## src/rtl/dcache_control.sv

```systemverilog
// dcache_control: control FSM for a direct-mapped, write-back data cache.
// It takes CPU requests and drives the tag/valid/dirty/data arrays. It detects
// hit or miss, and on a miss writes back a dirty victim line and then
// allocates the new line from physical memory. It also keeps saturating
// hit and miss counters.
//
// Ports:
//   clk, rst             clock (rising edge); asynchronous active-low reset
//   mem_address          CPU byte address, sampled when a request is accepted
//   mem_read, mem_write  CPU request levels, held until mem_resp
//   mem_resp             one-cycle completion pulse
//   tag_out, valid_out, dirty_out   array read data (registered read)
//   array_read, rindex, windex      array read strobe and read/write indexes
//   tag_load, valid_load, dirty_load, data_load, valid_in, dirty_in, data_sel
//                        array write strobes and write data (data_sel: 0 = CPU
//                        merge, 1 = pmem line)
//   pmem_read, pmem_write, pmem_address, pmem_resp   physical memory handshake
//   hit_count, miss_count  saturating event counters
module dcache_control #(
  parameter int s_index   = 5,
  parameter int s_offset  = 5,
  parameter int s_tag     = 22,
  parameter int cnt_width = 16
) (
  input  logic                 clk,
  input  logic                 rst,
  input  logic [31:0]          mem_address,
  input  logic                 mem_read,
  input  logic                 mem_write,
  output logic                 mem_resp,
  input  logic [s_tag-1:0]     tag_out,
  input  logic                 valid_out,
  input  logic                 dirty_out,
  output logic                 array_read,
  output logic [s_index-1:0]   rindex,
  output logic [s_index-1:0]   windex,
  output logic                 tag_load,
  output logic                 valid_load,
  output logic                 dirty_load,
  output logic                 data_load,
  output logic                 valid_in,
  output logic                 dirty_in,
  output logic                 data_sel,
  output logic                 pmem_read,
  output logic                 pmem_write,
  output logic [31:0]          pmem_address,
  input  logic                 pmem_resp,
  output logic [cnt_width-1:0] hit_count,
  output logic [cnt_width-1:0] miss_count
);

  localparam logic [1:0] IDLE      = 2'd0;
  localparam logic [1:0] LOOKUP    = 2'd1;
  localparam logic [1:0] WRITEBACK = 2'd2;
  localparam logic [1:0] ALLOCATE  = 2'd3;

  localparam int ALEN = 32 - s_offset;

  logic [1:0]           state_q, state_d;
  logic [ALEN-1:0]      addr_q;     // line address of the accepted request
  logic [s_tag-1:0]     vt_q;       // victim tag captured on a miss
  logic                 wr_q;       // accepted request is a write
  logic                 refill_q;   // current LOOKUP is the post-allocate re-lookup
  logic [cnt_width-1:0] hit_cnt_q, miss_cnt_q;

  logic [s_index-1:0]   idx;
  logic [s_tag-1:0]     tg;
  logic                 req, hit, hit_inc, miss_inc;
  logic                 unused;

  assign idx    = addr_q[s_index-1:0];
  assign tg     = addr_q[ALEN-1:s_index];
  assign req    = mem_read | mem_write;
  assign hit    = valid_out & (tag_out == tg);
  assign unused = &{1'b0, mem_address[s_offset-1:0]};

  assign hit_count  = hit_cnt_q;
  assign miss_count = miss_cnt_q;

  always_comb begin
    state_d      = state_q;
    mem_resp     = 1'b0;
    array_read   = 1'b0;
    rindex       = '0;
    windex       = '0;
    tag_load     = 1'b0;
    valid_load   = 1'b0;
    dirty_load   = 1'b0;
    data_load    = 1'b0;
    valid_in     = 1'b0;
    dirty_in     = 1'b0;
    data_sel     = 1'b0;
    pmem_read    = 1'b0;
    pmem_write   = 1'b0;
    pmem_address = '0;
    hit_inc      = 1'b0;
    miss_inc     = 1'b0;
    // Outputs are held at zero while reset is asserted, even though some of
    // them (IDLE read strobe/index) would otherwise follow the CPU inputs.
    if (rst) begin
      rindex = idx;
      windex = idx;
      case (state_q)
        IDLE: begin
          rindex = mem_address[s_offset+s_index-1:s_offset];
          if (req) begin
            array_read = 1'b1;
            state_d    = LOOKUP;
          end
        end
        LOOKUP: begin
          if (hit) begin
            mem_resp = 1'b1;
            hit_inc  = ~refill_q;
            if (wr_q) begin
              data_load  = 1'b1;
              dirty_load = 1'b1;
              dirty_in   = 1'b1;
            end
            state_d = IDLE;
          end else begin
            miss_inc = ~refill_q;
            state_d  = (valid_out & dirty_out) ? WRITEBACK : ALLOCATE;
          end
        end
        WRITEBACK: begin
          pmem_write   = 1'b1;
          pmem_address = {vt_q, idx, {s_offset{1'b0}}};
          if (pmem_resp) state_d = ALLOCATE;
        end
        default: begin  // ALLOCATE
          pmem_read    = 1'b1;
          pmem_address = {tg, idx, {s_offset{1'b0}}};
          if (pmem_resp) begin
            // Fill the line and re-read it; write forwarding in the arrays
            // makes the following LOOKUP see the new line.
            data_load  = 1'b1;
            data_sel   = 1'b1;
            tag_load   = 1'b1;
            valid_load = 1'b1;
            valid_in   = 1'b1;
            dirty_load = 1'b1;
            array_read = 1'b1;
            state_d    = LOOKUP;
          end
        end
      endcase
    end
  end

  always_ff @(posedge clk or negedge rst) begin
    if (!rst) begin
      state_q    <= IDLE;
      addr_q     <= '0;
      vt_q       <= '0;
      wr_q       <= 1'b0;
      refill_q   <= 1'b0;
      hit_cnt_q  <= '0;
      miss_cnt_q <= '0;
    end else begin
      state_q <= state_d;
      if (state_q == IDLE && req) begin
        addr_q   <= mem_address[31:s_offset];
        wr_q     <= mem_write;
        refill_q <= 1'b0;
      end
      if (state_q == LOOKUP && !hit) vt_q <= tag_out;
      if (state_q == ALLOCATE && pmem_resp) refill_q <= 1'b1;
      if (hit_inc && hit_cnt_q != '1) hit_cnt_q <= hit_cnt_q + cnt_width'(1);
      if (miss_inc && miss_cnt_q != '1) miss_cnt_q <= miss_cnt_q + cnt_width'(1);
    end
  end

endmodule

```

## config.mk

```make
export PLATFORM = sky130hd
export DESIGN_NAME = dcache_control
export DESIGN_NICKNAME = d
export VERILOG_FILES = /design/src/rtl/dcache_control.sv
export SDC_FILE = /design/constraint.sdc
export NUM_CORES = 1
export LEC_CHECK = 0
export ABC_AREA = 1
export CAP_MARGIN = 30
export CORE_ASPECT_RATIO = 1.4
export CORE_MARGIN = 5
export CORE_UTILIZATION = 35
export DETAILED_ROUTE_END_ITERATION = 8
export GPL_TIMING_DRIVEN = 0
export HOLD_SLACK_MARGIN = 0.08
export SETUP_SLACK_MARGIN = 0.5
export SLEW_MARGIN = 20
export SYNTH_ARGS = -nofsm -noshare
export SYNTH_HDL_FRONTEND = slang
export SYNTH_SLANG_ARGS = --single-unit
```

## constraint.sdc

```tcl
create_clock -name clk -period 2.2 [get_ports clk]
set_input_delay 0.44 -clock clk [delete_from_list [all_inputs] [get_ports clk]]
set_output_delay 0.44 -clock clk [all_outputs]
set_load 0.03 [all_outputs]
```

==> reports/qor.txt <==
Worst R2R Setup Slack: -0.21 ns
Root Buffer: clkbuf_16
status: finished with violations
CTS H-Tree Depth: 3
Crit Path Class: reg -> out
post-synthesis cell type count: 34
minimum clock period: 2.49 ns
CP endpoint kind: output port
antenna cells: 0
Peak VDD IR: 0.000448 V
area of the core: 0.0140 mm^2
Num CTS Buffers: 9
Slew Limit Fails: 0
gpl congestion: 0.866
# port buffers: 135
Sink Count: 85
Die Footprint: 0.0168 mm^2
DIE WIDTH: 111 um
drt pass-1 iters: 4
post-synthesis sequential area ratio: 42.7%
CTS tree: built
DP Area: 0.00729 mm^2
total power: 9.22 mW
Area growth, synth to finish: 80.0%
pwr/cell area: 1030 mW/mm^2
Slew headroom: 57.9%
Routed WL per cell: 16.8 um
fraction of layout cells with a size suffix above 1: 35.6%
Least-Margin Pin Slew: 0.631 ns
Final Non-Filler Cells: 1114
vias in the first global route: 5440
Tot GR Track Use: 21.4%
share of the synthesized area in the top cell type: 42.7%
Synth Register Bits: 85
grt total ovfl: 0
initial antenna violation count: 1
setup TNS: -7.97 ns
CP required: 1.76 ns
crit path launch type: flop
Placed Cells: 1028
Syn. warnings: 0
Boundary Pins: 146
RSZ-0062 raised after global routing: yes
Clock Pin Slew Worst Setup and Hold Paths: 0.07 ns
first-pass GRT wire length: 28600 um
Pleak: 4.36 nW
number of vias per cell: 4.88
Avg Cell Area, Syn: 7.09 um^2
reg2reg end: hit_count[5]
Post-Place Setup Slack: -1.21 ns
Crit-path slowest cell: dfrtp_1
hold slack: 0.0919 ns
Syn Std Cell Area: 0.00498 mm^2
die height: 151 um
# rows: 51
fin crit share: 113%
Worst Path Arrival: 2.05 ns
Skew-Pair Late Insertion Delay: 0.35 ns
worst path bufs/invs: 3
area leader, netlist: dfrtp_1
Cells after Synth: 703
worst r2r src: addr_q[24]
Iter 0 DRT Violations: 203
final core occ: 64.2%
nets: 992
top cells by area, synth: dfrtp_1 (43%), nand2_1 (20%), inv_1 (6.3%)
failing checks: negative setup slack
largest net degree at the start of global routing: 55
crit path cell chain: buf_6, nand2_4, nand2_2, nor2_2, nand2_2, nor2_4, nand3_4, nor2_4, nand2_2, o22ai_4, buf_6, buf_6
ANT nets after route: 0
Vias: 5439
initial core utilization: 35.7%
Min-Delay Path Class: in -> async
Final Setup Violations: 78
r2r worst-path depth: 23
drt drc: 0
Design Area, Final: 0.00897 mm^2
final hold viol count: 0
Worst Path Max Fanout: 2
Achievable Freq: 0.401 GHz
maximum root-to-sink buffer count: 2
Routed WL: 18700 um
delay-heaviest family, CP: simple AND/OR/NAND/NOR gates
Max stage delay on crit path: 0.40 ns
DP HPWL: 12100 um
Final WS setup: -0.292 ns
Max Cap Viol: 0
Layout Skew: 0.00635 ns
[power by group]
| group | internal, mW | switching [mW] | total [mW] |
|---|---|---|---|
| Sequential | 2.09 | 0.560 | 2.65 |
| Combinational | 2.36 | 2.65 | 5.01 |
| Clock | 0.884 | 0.683 | 1.57 |
[kinds of logic after synthesis]
logic type / synth area share, %
compound gates: 9.04
buf+inv: 11.1
fa+ha+maj: 1.76
simple gates: 32.3
other cells: 0.0753
flops: 42.7
xor+xnor: 2.99
[Yosys cell counts]
| cell | number |
|---|---|
| nand2_1 | 264 |
| dfrtp_1 | 85 |
| inv_1 | 84 |
| o21ai_0 | 57 |
| nand3_1 | 37 |
| nor2_1 | 37 |
| a21oi_1 | 28 |
| nand4_1 | 15 |
| clkbuf_1 | 13 |
| buf_4 | 11 |
| inv_2 | 10 |
| xor2_1 | 10 |
| ha_1 | 7 |
| nor3_1 | 7 |
| xnor2_1 | 7 |
| buf_2 | 4 |
| buf_6 | 4 |
| nand2_2 | 3 |
| nor2_2 | 3 |
| nor3_2 | 3 |
| a211oi_1 | 1 |
| a31oi_1 | 1 |
| and2_1 | 1 |
| and2_4 | 1 |
| clkbuf_2 | 1 |
| conb_1 | 1 |
| nand2_4 | 1 |
| nand3_4 | 1 |
| nand3b_1 | 1 |
| nand4_4 | 1 |
| nor2_8 | 1 |
| o21ai_1 | 1 |
| o22ai_1 | 1 |
| or2_2 | 1 |
[flip-flops by register name, indices dropped and copies added, names as in the netlist]
signal and count:
wr_q 1, hit_count 16, addr_q 27, vt_q 22
state_q 2, refill_q 1, miss_count 16
[cell usage in the layout (no fill, tap or decap), types with 14 or more instances in the layout]
cell	Yosys	routed
nand2_1	264	218
nor2_4	0	14
nand2_4	1	28
o21ai_0	57	26
buf_6	4	86
a21oi_4	0	23
o21ai_1	1	22
dlygate4sd2_1	0	46
buf_4	11	21
nand4_1	15	15
nand3_1	37	33
dfrtp_1	85	79
nand2_2	3	18
inv_2	10	19
nor2_1	37	22
clkdlybuf4s50_1	0	31
clkbuf_16	0	17
inv_1	84	68
[metal layers]
metal,global-route usage (%),part of all wire [%],vias to the layer above
li1,-,-,2631
met1,25.2,39,2636
met2,39.2,54,138
met3,4.48,4.9,32
met4,6.53,2.4,2
met5,0,0.037,-
[worst max-delay path by stage]
stage | to | slack [ns] | depth (start not counted) | start
3_5_place_dp | dirty_load | -1.21 | 13 | tag_out[14]
3_3_place_gp | pmem_address[17] | -4.71 | 5 | rst
4_1_cts | dirty_load | -0.21 | 12 | addr_q[24]
5_1_grt | dirty_load | -0.37 | 12 | addr_q[24]
2_1_floorplan | dirty_load | -0.06 | 11 | tag_out[14]
6_report | dirty_load | -0.29 | 12 | addr_q[24]
[timing repair]
action	4_1_cts	5_1_grt
cloned	10	3
hold endpoints to repair	31	0
pin swaps	53	22
gates resized for setup	488	104
buffers inserted	41	14
setup endpoints to repair	162	114
hold buffers	2	0
[final cells by class]
type / instances / area, um^2
sequential: 85 / 2130
clock inverter: 7 / 75.1
timing repair buffer: 205 / 2280
buffer: 33 / 417
clock buffer: 9 / 225
multi-input combinational: 496 / 3220
fill: 1168 / 5010
tap: 185 / 231
inverter: 94 / 383
[worst register-to-register path, stage by stage (launching register included)]
cell and delay [ns]:
dfrtp_1 0.40, buf_6 0.13, nand2_4 0.06, nand2_2 0.06, nor2_2 0.13, nand2_2 0.08
nor2_4 0.16, buf_4 0.13, buf_6 0.08, buf_6 0.08, buf_6 0.08, buf_6 0.08
buf_6 0.09, buf_6 0.08, buf_6 0.08, buf_6 0.08, buf_6 0.08, buf_6 0.08
nand2_4 0.05, nor2_4 0.11, nand4_1 0.08, nand2_1 0.07, nand2_1 0.05, inv_1 0.04
(Power assumes the default switching activity.)
